`src/rtl/mem_stage.sv`:
```
// mem_stage: memory-access pipeline stage.
//   Purpose : drives the data-cache request/hit handshake from the EX/MEM latch,
//             resolves branches, generates stall/flush controls, and holds the
//             MEM/WB pipeline register, a sticky halt latch and a saturating
//             count of memory-stall cycles.
//   Ports   : CLK/nRST            clock, async active-low reset
//             WB_*/M_*/..._in     EX/MEM latch outputs
//             dhit/dmemload       cache completion and load data
//             dmemREN/WEN/addr/store  cache request (combinational)
//             mem_stall/branch_taken/branch_target/flush_out  pipeline control
//             wb_*                registered MEM/WB fields
//             halt_out            sticky halt
//             mem_wait_cnt        saturating count of stall cycles
module mem_stage #(
  parameter int CNT_W = 32
) (
  input  logic             CLK,
  input  logic             nRST,
  input  logic [1:0]       WB_MemToReg_in,
  input  logic             WB_RegWrite_in,
  input  logic             M_Branch_in,
  input  logic             M_MemRead_in,
  input  logic             M_MemWrite_in,
  input  logic             alu_zero_in,
  input  logic [31:0]      alu_output_in,
  input  logic [31:0]      adder_result_in,
  input  logic [31:0]      regfile_rdat2_in,
  input  logic [4:0]       reg_instr_in,
  input  logic [31:0]      pcn_in,
  input  logic             halt_in,
  input  logic             dhit,
  input  logic [31:0]      dmemload,
  output logic             dmemREN,
  output logic             dmemWEN,
  output logic [31:0]      dmemaddr,
  output logic [31:0]      dmemstore,
  output logic             mem_stall,
  output logic             branch_taken,
  output logic [31:0]      branch_target,
  output logic             flush_out,
  output logic             wb_RegWrite,
  output logic [1:0]       wb_MemToReg,
  output logic [31:0]      wb_alu,
  output logic [31:0]      wb_load,
  output logic [31:0]      wb_pcn,
  output logic [4:0]       wb_wsel,
  output logic             halt_out,
  output logic [CNT_W-1:0] mem_wait_cnt
);

  typedef enum logic [0:0] {IDLE = 1'b0, WAIT = 1'b1} state_t;

  state_t            state_q, state_d;
  logic              halt_q;
  logic [CNT_W-1:0]  cnt_q;
  logic              wb_rw_q;
  logic [1:0]        wb_mtr_q;
  logic [31:0]       wb_alu_q, wb_load_q, wb_pcn_q;
  logic [4:0]        wb_wsel_q;

  logic              req_s;
  logic              stall_s;
  logic              load_done_s;

  // Request qualification; gating with nRST drops a request the moment reset asserts.
  assign req_s       = (M_MemRead_in | M_MemWrite_in) & ~halt_q & nRST;
  assign load_done_s = req_s & M_MemRead_in & ~M_MemWrite_in & dhit;

  // FSM state register.
  always_ff @(posedge CLK or negedge nRST) begin
    if (!nRST) begin
      state_q <= IDLE;
    end else begin
      state_q <= state_d;
    end
  end

  // FSM next-state logic: WAIT covers a multi-cycle access until dhit.
  always_comb begin
    state_d = state_q;
    case (state_q)
      IDLE: begin
        if (req_s && !dhit) begin
          state_d = WAIT;
        end else begin
          state_d = IDLE;
        end
      end
      WAIT: begin
        if (dhit) begin
          state_d = IDLE;
        end else begin
          state_d = WAIT;
        end
      end
      default: state_d = IDLE;
    endcase
  end

  // FSM outputs: cache request, stall and branch resolution. A store wins over
  // a simultaneous load; a stall suppresses any branch redirect.
  always_comb begin
    dmemREN      = 1'b0;
    dmemWEN      = 1'b0;
    stall_s      = 1'b0;
    branch_taken = 1'b0;
    if (req_s) begin
      dmemWEN = M_MemWrite_in;
      dmemREN = ~M_MemWrite_in;
      stall_s = ~dhit;
    end else begin
      stall_s = 1'b0;
    end
    if (M_Branch_in && alu_zero_in && !halt_q && !stall_s) begin
      branch_taken = 1'b1;
    end else begin
      branch_taken = 1'b0;
    end
  end

  assign mem_stall     = stall_s;
  assign flush_out     = branch_taken;
  assign branch_target = adder_result_in;
  assign dmemaddr      = alu_output_in;
  assign dmemstore     = regfile_rdat2_in;

  // Sticky halt: set once the halt instruction leaves this stage unstalled.
  always_ff @(posedge CLK or negedge nRST) begin
    if (!nRST) begin
      halt_q <= 1'b0;
    end else if (halt_in && !stall_s) begin
      halt_q <= 1'b1;
    end
  end

  // Saturating count of stall cycles.
  always_ff @(posedge CLK or negedge nRST) begin
    if (!nRST) begin
      cnt_q <= {CNT_W{1'b0}};
    end else if (stall_s && (cnt_q != {CNT_W{1'b1}})) begin
      cnt_q <= cnt_q + {{(CNT_W-1){1'b0}}, 1'b1};
    end
  end

  // MEM/WB register: frozen on halt, bubble on stall, otherwise advance.
  always_ff @(posedge CLK or negedge nRST) begin
    if (!nRST) begin
      wb_rw_q   <= 1'b0;
      wb_mtr_q  <= 2'b00;
      wb_alu_q  <= 32'h0000_0000;
      wb_load_q <= 32'h0000_0000;
      wb_pcn_q  <= 32'h0000_0000;
      wb_wsel_q <= 5'd0;
    end else if (halt_q) begin
      wb_rw_q <= wb_rw_q;
    end else if (stall_s) begin
      wb_rw_q <= 1'b0;
    end else begin
      wb_rw_q   <= WB_RegWrite_in;
      wb_mtr_q  <= WB_MemToReg_in;
      wb_alu_q  <= alu_output_in;
      wb_pcn_q  <= pcn_in;
      wb_wsel_q <= reg_instr_in;
      if (load_done_s) begin
        wb_load_q <= dmemload;
      end
    end
  end

  assign wb_RegWrite  = wb_rw_q;
  assign wb_MemToReg  = wb_mtr_q;
  assign wb_alu       = wb_alu_q;
  assign wb_load      = wb_load_q;
  assign wb_pcn       = wb_pcn_q;
  assign wb_wsel      = wb_wsel_q;
  assign halt_out     = halt_q;
  assign mem_wait_cnt = cnt_q;

endmodule

```
`config.mk`:
```
export PLATFORM = sky130hd
export DESIGN_NAME = mem_stage
export DESIGN_NICKNAME = d
export VERILOG_FILES = /design/src/rtl/mem_stage.sv
export SDC_FILE = /design/constraint.sdc
export NUM_CORES = 1
export LEC_CHECK = 0
export CAP_MARGIN = 20
export CORE_AREA = 2 2 162 164
export CTS_BUF_LIST = sky130_fd_sc_hd__clkbuf_2
export DETAILED_ROUTE_END_ITERATION = 10
export DIE_AREA = 0 0 164 166
export GPL_TIMING_DRIVEN = 0
export HOLD_SLACK_MARGIN = 0.05
export SLEW_MARGIN = 10
export SYNTH_ARGS = -nofsm -noshare
export SYNTH_HDL_FRONTEND = slang
export SYNTH_SLANG_ARGS = --single-unit
```
`constraint.sdc`:
```
create_clock -name CLK -period 8.6 [get_ports CLK]
set_input_delay 2.58 -clock CLK [delete_from_list [all_inputs] [get_ports CLK]]
set_output_delay 2.58 -clock CLK [all_outputs]
set_load 0.01 [all_outputs]
```
Yosys cells after proc, flatten, opt, wreduce, memory -nomap -nowiden
Index checks and enable logic that the tools add are counted.

cells by class
  add/subtract/negate cells = 1
  equality and inequality tests = 1
  mux-type cells = 5
  bitwise gates (word level) = 10
  reduce and logical (&&, ||, !) cells = 9

operators by type and width
  cell                                                             count
  32-bit by 1-bit adder with 32-bit output, second input constant  1
  32-bit != test, second input constant                            1
  1-bit bitwise AND                                                5
  1-bit logical AND                                                5
  1-bit two-way mux                                                5
  1-bit inverter                                                   4
  3-bit AND reduction                                              1
  1-bit logical NOT                                                2
  2-bit AND reduction                                              1
  1-bit bitwise OR                                                 1

storage, ports and cells
  flip-flop bits (word level) = 137
  bits of input ports = 176
  output and inout port bits = 238
  logic and storage cells = 34

Depth between registers and ports, before layout
Gate-level depths: netlist (run 1).

  depth in word-level cells = 7
  mapped depth = 7
  depth with buffers taken out = 6

Worst setup path before layout (run 1)
No wires, ideal clock.

  path kind = input port to output port
  start = in nRST
  end = out flush_out
  arrival = 3.878 ns
  required time = 6.020 ns
  slack = 2.142 ns
  stages on the path = 7
  buffers on the path = 2
  cells stage by stage = nand2b_1 or3_4 inv_1 nor2_2 buf_2 and3_1 buf_4

on the way
  longest elaborated chain between the ends = 5

RTL lines
  element             line  text
  start: declaration  18    input logic nRST,
  1-bit bitwise AND   66    assign req_s = (M_MemRead_in | M_MemWrite_in) & ~halt_q & nRST;
  1-bit two-way mux   107   if (req_s) begin
  via mem_stall       37    output logic mem_stall,
  1-bit logical NOT   114   if (M_Branch_in && alu_zero_in && !halt_q && !stall_s) begin
  1-bit logical AND   114
  1-bit two-way mux   114
  end: declaration    40    output logic flush_out,

The timed path passes the listed nets, and every way through them passes these cells.

Worst setup path after layout (run 1)
  start = in M_MemWrite_in
  end = out flush_out

on the way
  longest elaborated chain between the ends = 7

RTL lines
  element                          line  text
  start: declaration               23    input logic M_MemWrite_in,
  1-bit bitwise OR                 66
  1-bit bitwise AND (2 in series)  66
  1-bit two-way mux                107
  1-bit logical NOT                114
  1-bit logical AND                114
  1-bit two-way mux                114

No other way between the ends.

==> out/metrics.json, run 1 <==
{
  "drc_errors": {"value": 0},
  "grt_max_degree": {"value": 71},
  "vias_per_cell": {"value": 4.049},
  "cellPowerDensity": {"value": 168.3, "unit": "mW/mm^2"},
  "cp-end-kind": {"value": "primary output"},
  "syn-cell-area": {"value": 0.006277, "unit": "sq mm"},
  "slowest_delay": {"value": 0.52, "unit": "ns"},
  "cts_buffer_depth": {"value": 2},
  "clock.fmax": {"value": 128.1, "unit": "MHz"},
  "clkSlewWorstSetupHoldPaths": {"value": 0.19, "unit": "ns"},
  "first_global_vias": {"value": 4812},
  "main_combinational_cell_family_by_area_after_synthesis": {"value": "multiplexers"},
  "r2r.worst_path.cells": {"value": 6},
  "yosysWarningCount": {"value": 0},
  "power_leakage": {"value": 4.577, "unit": "nW"},
  "cts_root_buf": {"value": "sky130_fd_sc_hd__clkbuf_2"},
  "finish.net_count": {"value": 1022},
  "worstHoldPathType": {"value": "reg2reg"},
  "switching_power": {"value": 0.4889, "unit": "mW"},
  "fin_hold_ws": {"value": 0.5134, "unit": "ns"},
  "post_cts_repair_timing_setup_buffer_count": {"value": 0},
  "switching_share": {"value": 0.2766},
  "numPlacedInstances": {"value": 1161},
  "core_region_area": {"value": 0.02562, "unit": "sq mm"},
  "path_cells": {"value": "clkdlybuf4s50_1 -> nor2_1 -> or3_4 -> inv_1 -> nor2_2 -> buf_2 -> and3_1 -> buf_4 -> clkdlybuf4s50_1"},
  "seq_power_share": {"value": 0.448},
  "syn_to_final_growth": {"value": 67.31, "unit": "%"},
  "crit_arrival": {"value": 5.23, "unit": "ns"},
  "finalCritPeriodShare": {"value": 0.9077},
  "netlist.area_leader.share": {"value": 0.5461},
  "synthMuxAreaShare": {"value": 0.1884},
  "synth-simple-area-share": {"value": 0.08431},
  "cts_made_buffers": {"value": 17},
  "chipHeight": {"value": 166, "unit": "um"},
  "synth_ff_type": {"value": "sky130_fd_sc_hd__dfrtp_1"},
  "setup-violations-final": {"value": 0},
  "startpoint_type": {"value": "primary input"},
  "clock_latency": {"value": 0.68, "unit": "ns"},
  "fin_worst_skew": {"value": 0.04082, "unit": "ns"},
  "place.gp.congestion": {"value": 0.7419},
  "synth_enable_flop_cells": {"value": 0},
  "cts_resized": {"value": 0},
  "io_pins": {"value": 414},
  "die_area": {"value": 0.02722, "unit": "sq mm"},
  "total_iterations_of_the_first_detailed_routing_run": {"value": 4},
  "cell_type_of_the_slowest_stage_on_the_worst_timing_path": {"value": "sky130_fd_sc_hd__clkdlybuf4s50_1"},
  "finalMaxSlewViolations": {"value": 0},
  "grt_overflow": {"value": 0},
  "post-dp-hpwl": {"value": 14410, "unit": "um"},
  "wl": {"value": 18700, "unit": "um"},
  "yosysUniqueCellTypes": {"value": 35},
  "postSynthCellCount": {"value": 476},
  "synth_area_per_cell": {"value": 13.19, "unit": "sq um"},
  "std_cell_rows": {"value": 59},
  "hold_buf_cts": {"value": 0},
  "dp_slack": {"value": 0.7083, "unit": "ns"},
  "dr_total_vias": {"value": 4826},
  "grt_usage": {"value": 0.1346},
  "layoutNonFillerInstCount": {"value": 1192},
  "async_reset_ff_frac": {"value": 1.000},
  "drive_above_1_share": {"value": 0.3002},
  "fraction_of_power_consumed_by_the_clock_network": {"value": 0.257},
  "critPathKind": {"value": "in2out"},
  "leading_cell_type_by_number_of_instances_after_synthesis": {"value": "sky130_fd_sc_hd__dfrtp_1"},
  "io_buffer_count": {"value": 349},
  "drt_iter0_drc": {"value": 103},
  "number_of_hold_violations_in_the_final_report": {"value": 0},
  "timing.final.ws_setup": {"value": 0.7939, "unit": "ns"},
  "share_of_the_yosys_chip_area_belonging_to_registers": {"value": 0.5461},
  "grt_antenna_before_repair": {"value": 2},
  "syn_nets": {"value": 653},
  "timing.hold.worst_path_depth": {"value": 1},
  "max-vdd-ir-drop": {"value": 0.07810, "unit": "mV"},
  "cts.sink_count": {"value": 137},
  "tritoncts": {"value": "done"},
  "number_of_nets_with_antenna_violations_after_routing": {"value": 0},
  "fin_crit": {"value": 7.806, "unit": "ns"},
  "internal_power": {"value": 1.279, "unit": "mW"},
  "initial_utilization": {"value": 0.2451},
  "post_synth_main_area_contributors": {"value": "sky130_fd_sc_hd__dfrtp_1 55%, sky130_fd_sc_hd__mux2_2 19%, sky130_fd_sc_hd__buf_4 12%"},
  "worst_slew_pin_slew": {"value": 0.6277, "unit": "ns"},
  "worst_slew_margin_rel": {"value": 0.5811},
  "yosys.area_share.xor_xnor": {"value": 0.03907},
  "worst-path-max-fanout": {"value": 10},
  "yosys.area_share.adder": {"value": 0.001993},
  "timing.setup.tns": {"value": 0, "unit": "ns"},
  "synth-compound-area-share": {"value": 0.008970},
  "cell_with_the_most_instances_on_the_worst_path": {"value": "sky130_fd_sc_hd__clkdlybuf4s50_1"},
  "cts.htree.levels": {"value": 4},
  "grt_setup_unrepaired": {"value": "false"},
  "grt_first_pass_wirelength": {"value": 28120, "unit": "um"},
  "timing.critical_path.required": {"value": 6.02, "unit": "ns"},
  "chipWidth": {"value": 164, "unit": "um"},
  "ys_seq_elements": {"value": 137},
  "number_of_maximum_capacitance_violations": {"value": 0},
  "drt-wirelength-per-cell": {"value": 15.69, "unit": "um"},
  "status": {"value": "finished clean"},
  "synthTopCellsByCount": {"value": "137 x sky130_fd_sc_hd__dfrtp_1, 104 x sky130_fd_sc_hd__mux2_2, 97 x sky130_fd_sc_hd__buf_4, 21 x sky130_fd_sc_hd__xnor2_1, 17 x sky130_fd_sc_hd__nand2_1"},
  "synth_top_cell_by_area": {"value": "sky130_fd_sc_hd__dfrtp_1"},
  "power.combinational.fraction": {"value": 0.295}
}
[registers in the layout (all words and copies together) (netlist names)]
name and cells:
mem_wait_cnt 32, wb_alu 32, wb_load 32, wb_pcn 32, wb_wsel 5, wb_MemToReg 2
halt_out 1, wb_RegWrite 1
[through the flow]
stage          utilization  area, sq um  total power [mW]
2_1_floorplan            -         6277            0.9837
3_3_place_gp        0.3978        10190             1.330
3_5_place_dp        0.3991        10220             1.338
4_1_cts             0.4099        10500             1.808
5_1_grt             0.4099        10500             1.865
6_report            0.4100        10500             1.768
[logic make-up (layout without fill, tap and decap cells)]
family / count (synthesis) / after routing
other: 0 / 1
multiplexers: 105 / 105
flip-flops: 137 / 137
adder cells (fa/ha/maj): 1 / 1
buffers and inverters: 115 / 495
AO/OA/AOI/OAI: 7 / 7
XOR/XNOR: 28 / 28
AND/OR/NAND/NOR: 83 / 83
[power by group through the flow]
stage	Sequential, mW	Clock, mW	Combinational [mW]
6_report	0.792	0.454	0.521
5_1_grt	0.808	0.505	0.552
4_1_cts	0.795	0.481	0.532
3_5_place_dp	0.808	0	0.530
3_3_place_gp	0.804	0	0.526
2_1_floorplan	0.853	0	0.131
[cells in the final DEF, fill, tap and decap left out, types with 3 or more instances in the layout]
| cell type | Yosys | layout |
|---|---|---|
| sky130_fd_sc_hd__and3_1 | 9 | 9 |
| sky130_fd_sc_hd__xnor2_1 | 21 | 21 |
| sky130_fd_sc_hd__mux2_2 | 104 | 104 |
| sky130_fd_sc_hd__clkbuf_2 | 0 | 17 |
| sky130_fd_sc_hd__nand2_1 | 17 | 17 |
| sky130_fd_sc_hd__inv_6 | 0 | 4 |
| sky130_fd_sc_hd__nor3_1 | 3 | 3 |
| sky130_fd_sc_hd__nand4_1 | 13 | 13 |
| sky130_fd_sc_hd__buf_2 | 10 | 10 |
| sky130_fd_sc_hd__dfrtp_1 | 137 | 137 |
| sky130_fd_sc_hd__clkdlybuf4s50_1 | 0 | 348 |
| sky130_fd_sc_hd__bufinv_16 | 0 | 4 |
| sky130_fd_sc_hd__buf_4 | 97 | 97 |
| sky130_fd_sc_hd__nand3_1 | 12 | 12 |
| sky130_fd_sc_hd__nor2_1 | 10 | 10 |
| sky130_fd_sc_hd__inv_1 | 4 | 4 |
| sky130_fd_sc_hd__and4_1 | 4 | 4 |
| sky130_fd_sc_hd__xor2_1 | 7 | 7 |
[per-layer routing]
| metal | GRT usage | up-vias | routed length (um) |
|---|---|---|---|
| met5 | 0 | - | 13 |
| met4 | 0.02975 | 2 | 121 |
| met3 | 0.04421 | 10 | 1487 |
| met2 | 0.2284 | 198 | 9445 |
| met1 | 0.1658 | 2331 | 7633 |
| li1 | - | 2285 | - |
[final cells by class]
type	count	area, sq um
Fill cell	2470	15110
Timing Repair Buffer	350	3526
Sequential cell	137	3428
Multi-Input combinational cell	224	2026
Buffer	111	808.3
Tap cell	335	419.2
Clock inverter	13	192.7
Clock buffer	17	85.08
Inverter	4	15.01
Antenna cell	1	2.502
[critical path, delay by kind of cell]
family | cells | cell delay [ns]
buf+inv | 5 | 1.58
simple gates | 4 | 1.03
[worst paths after layout]
| kind | startpoint | endpoint | slack (ns) |
|---|---|---|---|
| max | M_MemWrite_in | flush_out | 0.79 |
| min | wb_load[7] | wb_load[7] | 0.51 |
| max reg2reg | halt_out | wb_pcn[22] | 6.12 |
| min reg2reg | wb_load[7] | wb_load[7] | 0.51 |
| max in group asynchronous | nRST | wb_load[31] | 6.00 |
| min in group asynchronous | nRST | wb_pcn[15] | 1.80 |
Note: power is estimated with default switching activity, not from simulation.
==> run 2, diff against run 1 <==
--- a/config.mk
+++ b/config.mk
@@ -12,6 +12,7 @@
 export DIE_AREA = 0 0 164 166
 export GPL_TIMING_DRIVEN = 0
 export HOLD_SLACK_MARGIN = 0.05
+export MAX_ROUTING_LAYER = met4
 export SLEW_MARGIN = 10
 export SYNTH_ARGS = -nofsm -noshare
 export SYNTH_HDL_FRONTEND = slang
==> run 2 against run 1 <==
Routed wire length down 0.18%. Setup slack better by 0.0039 ns. Final cell count about the same. Flip-flop and latch count unchanged. Clock-buffer cell count unchanged. Largest cell class unchanged.
==> out/metrics.json, run 2 (synthesis gave the netlist of run 1 again) <==
{
  "grt_first_pass_wirelength": {"value": 28080, "unit": "um"},
  "fin_crit": {"value": 7.802, "unit": "ns"},
  "layoutNonFillerInstCount": {"value": 1193},
  "syn_to_final_growth": {"value": 67.35, "unit": "%"},
  "setup-violations-final": {"value": 0},
  "timing.hold.worst_path_depth": {"value": 1},
  "drt_iter0_drc": {"value": 92},
  "place.gp.congestion": {"value": 0.7512},
  "cts_resized": {"value": 0},
  "clkSlewWorstSetupHoldPaths": {"value": 0.19, "unit": "ns"},
  "crit-reg2reg-launch": {"value": "halt_out"},
  "critPathKind": {"value": "in2out"},
  "register_area": {"value": 0.003428, "unit": "sq mm"},
  "number_of_maximum_capacitance_violations": {"value": 0},
  "number_of_hold_violations_in_the_final_report": {"value": 0},
  "multi_input_area": {"value": 0.002026, "unit": "sq mm"},
  "vias_per_cell": {"value": 4.048},
  "cts.sink_count": {"value": 137},
  "worst_slew_margin_rel": {"value": 0.5813},
  "chipHeight": {"value": 166, "unit": "um"},
  "grt_antenna_before_repair": {"value": 2},
  "finalCoreUtilization": {"value": 0.4101},
  "timing.critical_path.required": {"value": 6.02, "unit": "ns"},
  "fillCellCount": {"value": 2471},
  "chipWidth": {"value": 164, "unit": "um"},
  "startpoint_type": {"value": "primary input"},
  "layout_commonest_cell": {"value": "sky130_fd_sc_hd__clkdlybuf4s50_1"},
  "numPlacedInstances": {"value": 1161},
  "cts_buffer_depth": {"value": 2},
  "clock_latency": {"value": 0.68, "unit": "ns"},
  "grt_usage": {"value": 0.1384},
  "dp_slack": {"value": 0.7083, "unit": "ns"},
  "crit_arrival": {"value": 5.22, "unit": "ns"},
  "post-dp-hpwl": {"value": 14410, "unit": "um"},
  "layout.cell_area.non_filler": {"value": 0.01051, "unit": "sq mm"},
  "power_leakage": {"value": 4.577, "unit": "nW"},
  "status": {"value": "finished clean"},
  "r2r.worst_path.cells": {"value": 6},
  "timing.setup.tns": {"value": 0, "unit": "ns"},
  "drive_above_1_share": {"value": 0.3002},
  "worst_slew_pin_slew": {"value": 0.6274, "unit": "ns"},
  "timing.final.ws_setup": {"value": 0.7978, "unit": "ns"},
  "hold_buf_cts": {"value": 0},
  "initial_utilization": {"value": 0.2451},
  "grt_max_degree": {"value": 71},
  "cts_made_buffers": {"value": 17},
  "totalPowerFinal": {"value": 1.768, "unit": "mW"},
  "layout_common_cells": {"value": "348 x sky130_fd_sc_hd__clkdlybuf4s50_1, 137 x sky130_fd_sc_hd__dfrtp_1, 104 x sky130_fd_sc_hd__mux2_2"},
  "finalCritPeriodShare": {"value": 0.9072},
  "grt_overflow": {"value": 0},
  "standard_cell_area_after_detailed_placement": {"value": 0.01022, "unit": "sq mm"},
  "dr_total_vias": {"value": 4829},
  "tritoncts": {"value": "done"},
  "post_cts_repair_timing_setup_buffer_count": {"value": 0},
  "r2r_setup_slack": {"value": 6.12, "unit": "ns"},
  "cts_root_buf": {"value": "sky130_fd_sc_hd__clkbuf_2"},
  "worst-path-max-fanout": {"value": 10},
  "drc_errors": {"value": 0},
  "wl": {"value": 18670, "unit": "um"},
  "finish.net_count": {"value": 1022},
  "fin_hold_ws": {"value": 0.5120, "unit": "ns"},
  "cp-end-kind": {"value": "primary output"},
  "cts.htree.levels": {"value": 4},
  "std_cell_rows": {"value": 59},
  "first_global_vias": {"value": 4823},
  "number_of_nets_with_antenna_violations_after_routing": {"value": 0},
  "min_to": {"value": "wb_load[7]"},
  "worstHoldPathType": {"value": "reg2reg"},
  "io_buffer_count": {"value": 349},
  "clock.fmax": {"value": 128.2, "unit": "MHz"},
  "core_region_area": {"value": 0.02562, "unit": "sq mm"},
  "total_iterations_of_the_first_detailed_routing_run": {"value": 4},
  "worst_r2r_dst": {"value": "wb_pcn[22]"},
  "io_pins": {"value": 414},
  "drt-wirelength-per-cell": {"value": 15.65, "unit": "um"},
  "cellPowerDensity": {"value": 168.3, "unit": "mW/mm^2"},
  "die_area": {"value": 0.02722, "unit": "sq mm"},
  "fin_worst_skew": {"value": 0.04218, "unit": "ns"},
  "worstHoldStart": {"value": "wb_load[7]"},
  "max-vdd-ir-drop": {"value": 0.07829, "unit": "mV"},
  "grt_setup_unrepaired": {"value": "false"},
  "finalMaxSlewViolations": {"value": 0}
}
run 2: cell count changes in the layout (fill, tap and decap cells not counted):
cell,before,now
sky130_fd_sc_hd__diode_2,1,2
run 2: final cells by class:
class / count / area share
Antenna cell: 2 / 0.0004764
Buffer: 111 / 0.07694
Clock buffer: 17 / 0.008099
Clock inverter: 13 / 0.01834
Inverter: 4 / 0.001429
Multi-Input combinational cell: 224 / 0.1928
Sequential cell: 137 / 0.3263
Tap cell: 335 / 0.03990
Timing Repair Buffer: 350 / 0.3356
run 2: worst max path at each step:
stage | startpoint | to | slack [ns] | cells after the start
final | M_MemWrite_in | flush_out | 0.80 | 9
after CTS | M_MemWrite_in | flush_out | 0.69 | 9
after global placement | nRST | flush_out | -4.66 | 9
after floorplan | nRST | flush_out | 2.14 | 7
after detailed placement | M_MemWrite_in | flush_out | 0.71 | 9
after global routing | nRST | flush_out | 0.57 | 9
run 2: critical path, cell delays in order:
cell	delay [ns]
sky130_fd_sc_hd__clkdlybuf4s50_1	0.45
sky130_fd_sc_hd__nor2_1	0.11
sky130_fd_sc_hd__or3_4	0.19
sky130_fd_sc_hd__inv_1	0.14
sky130_fd_sc_hd__nor2_2	0.51
sky130_fd_sc_hd__buf_2	0.36
sky130_fd_sc_hd__and3_1	0.23
sky130_fd_sc_hd__buf_4	0.11
sky130_fd_sc_hd__clkdlybuf4s50_1	0.52
run 2: routing by layer:
metal	wire (um)	vias up	GRT usage
met5	0	-	-
met4	98	0	0.02975
met3	1360	8	0.03871
met2	9456	201	0.2291
met1	7752	2333	0.1682
li1	-	2287	-
run 2: where the power goes:
part	switching, mW	internal [mW]	total (mW)
combinational	0.177	0.344	0.521
sequential	0.0495	0.742	0.792
clock	0.263	0.192	0.455
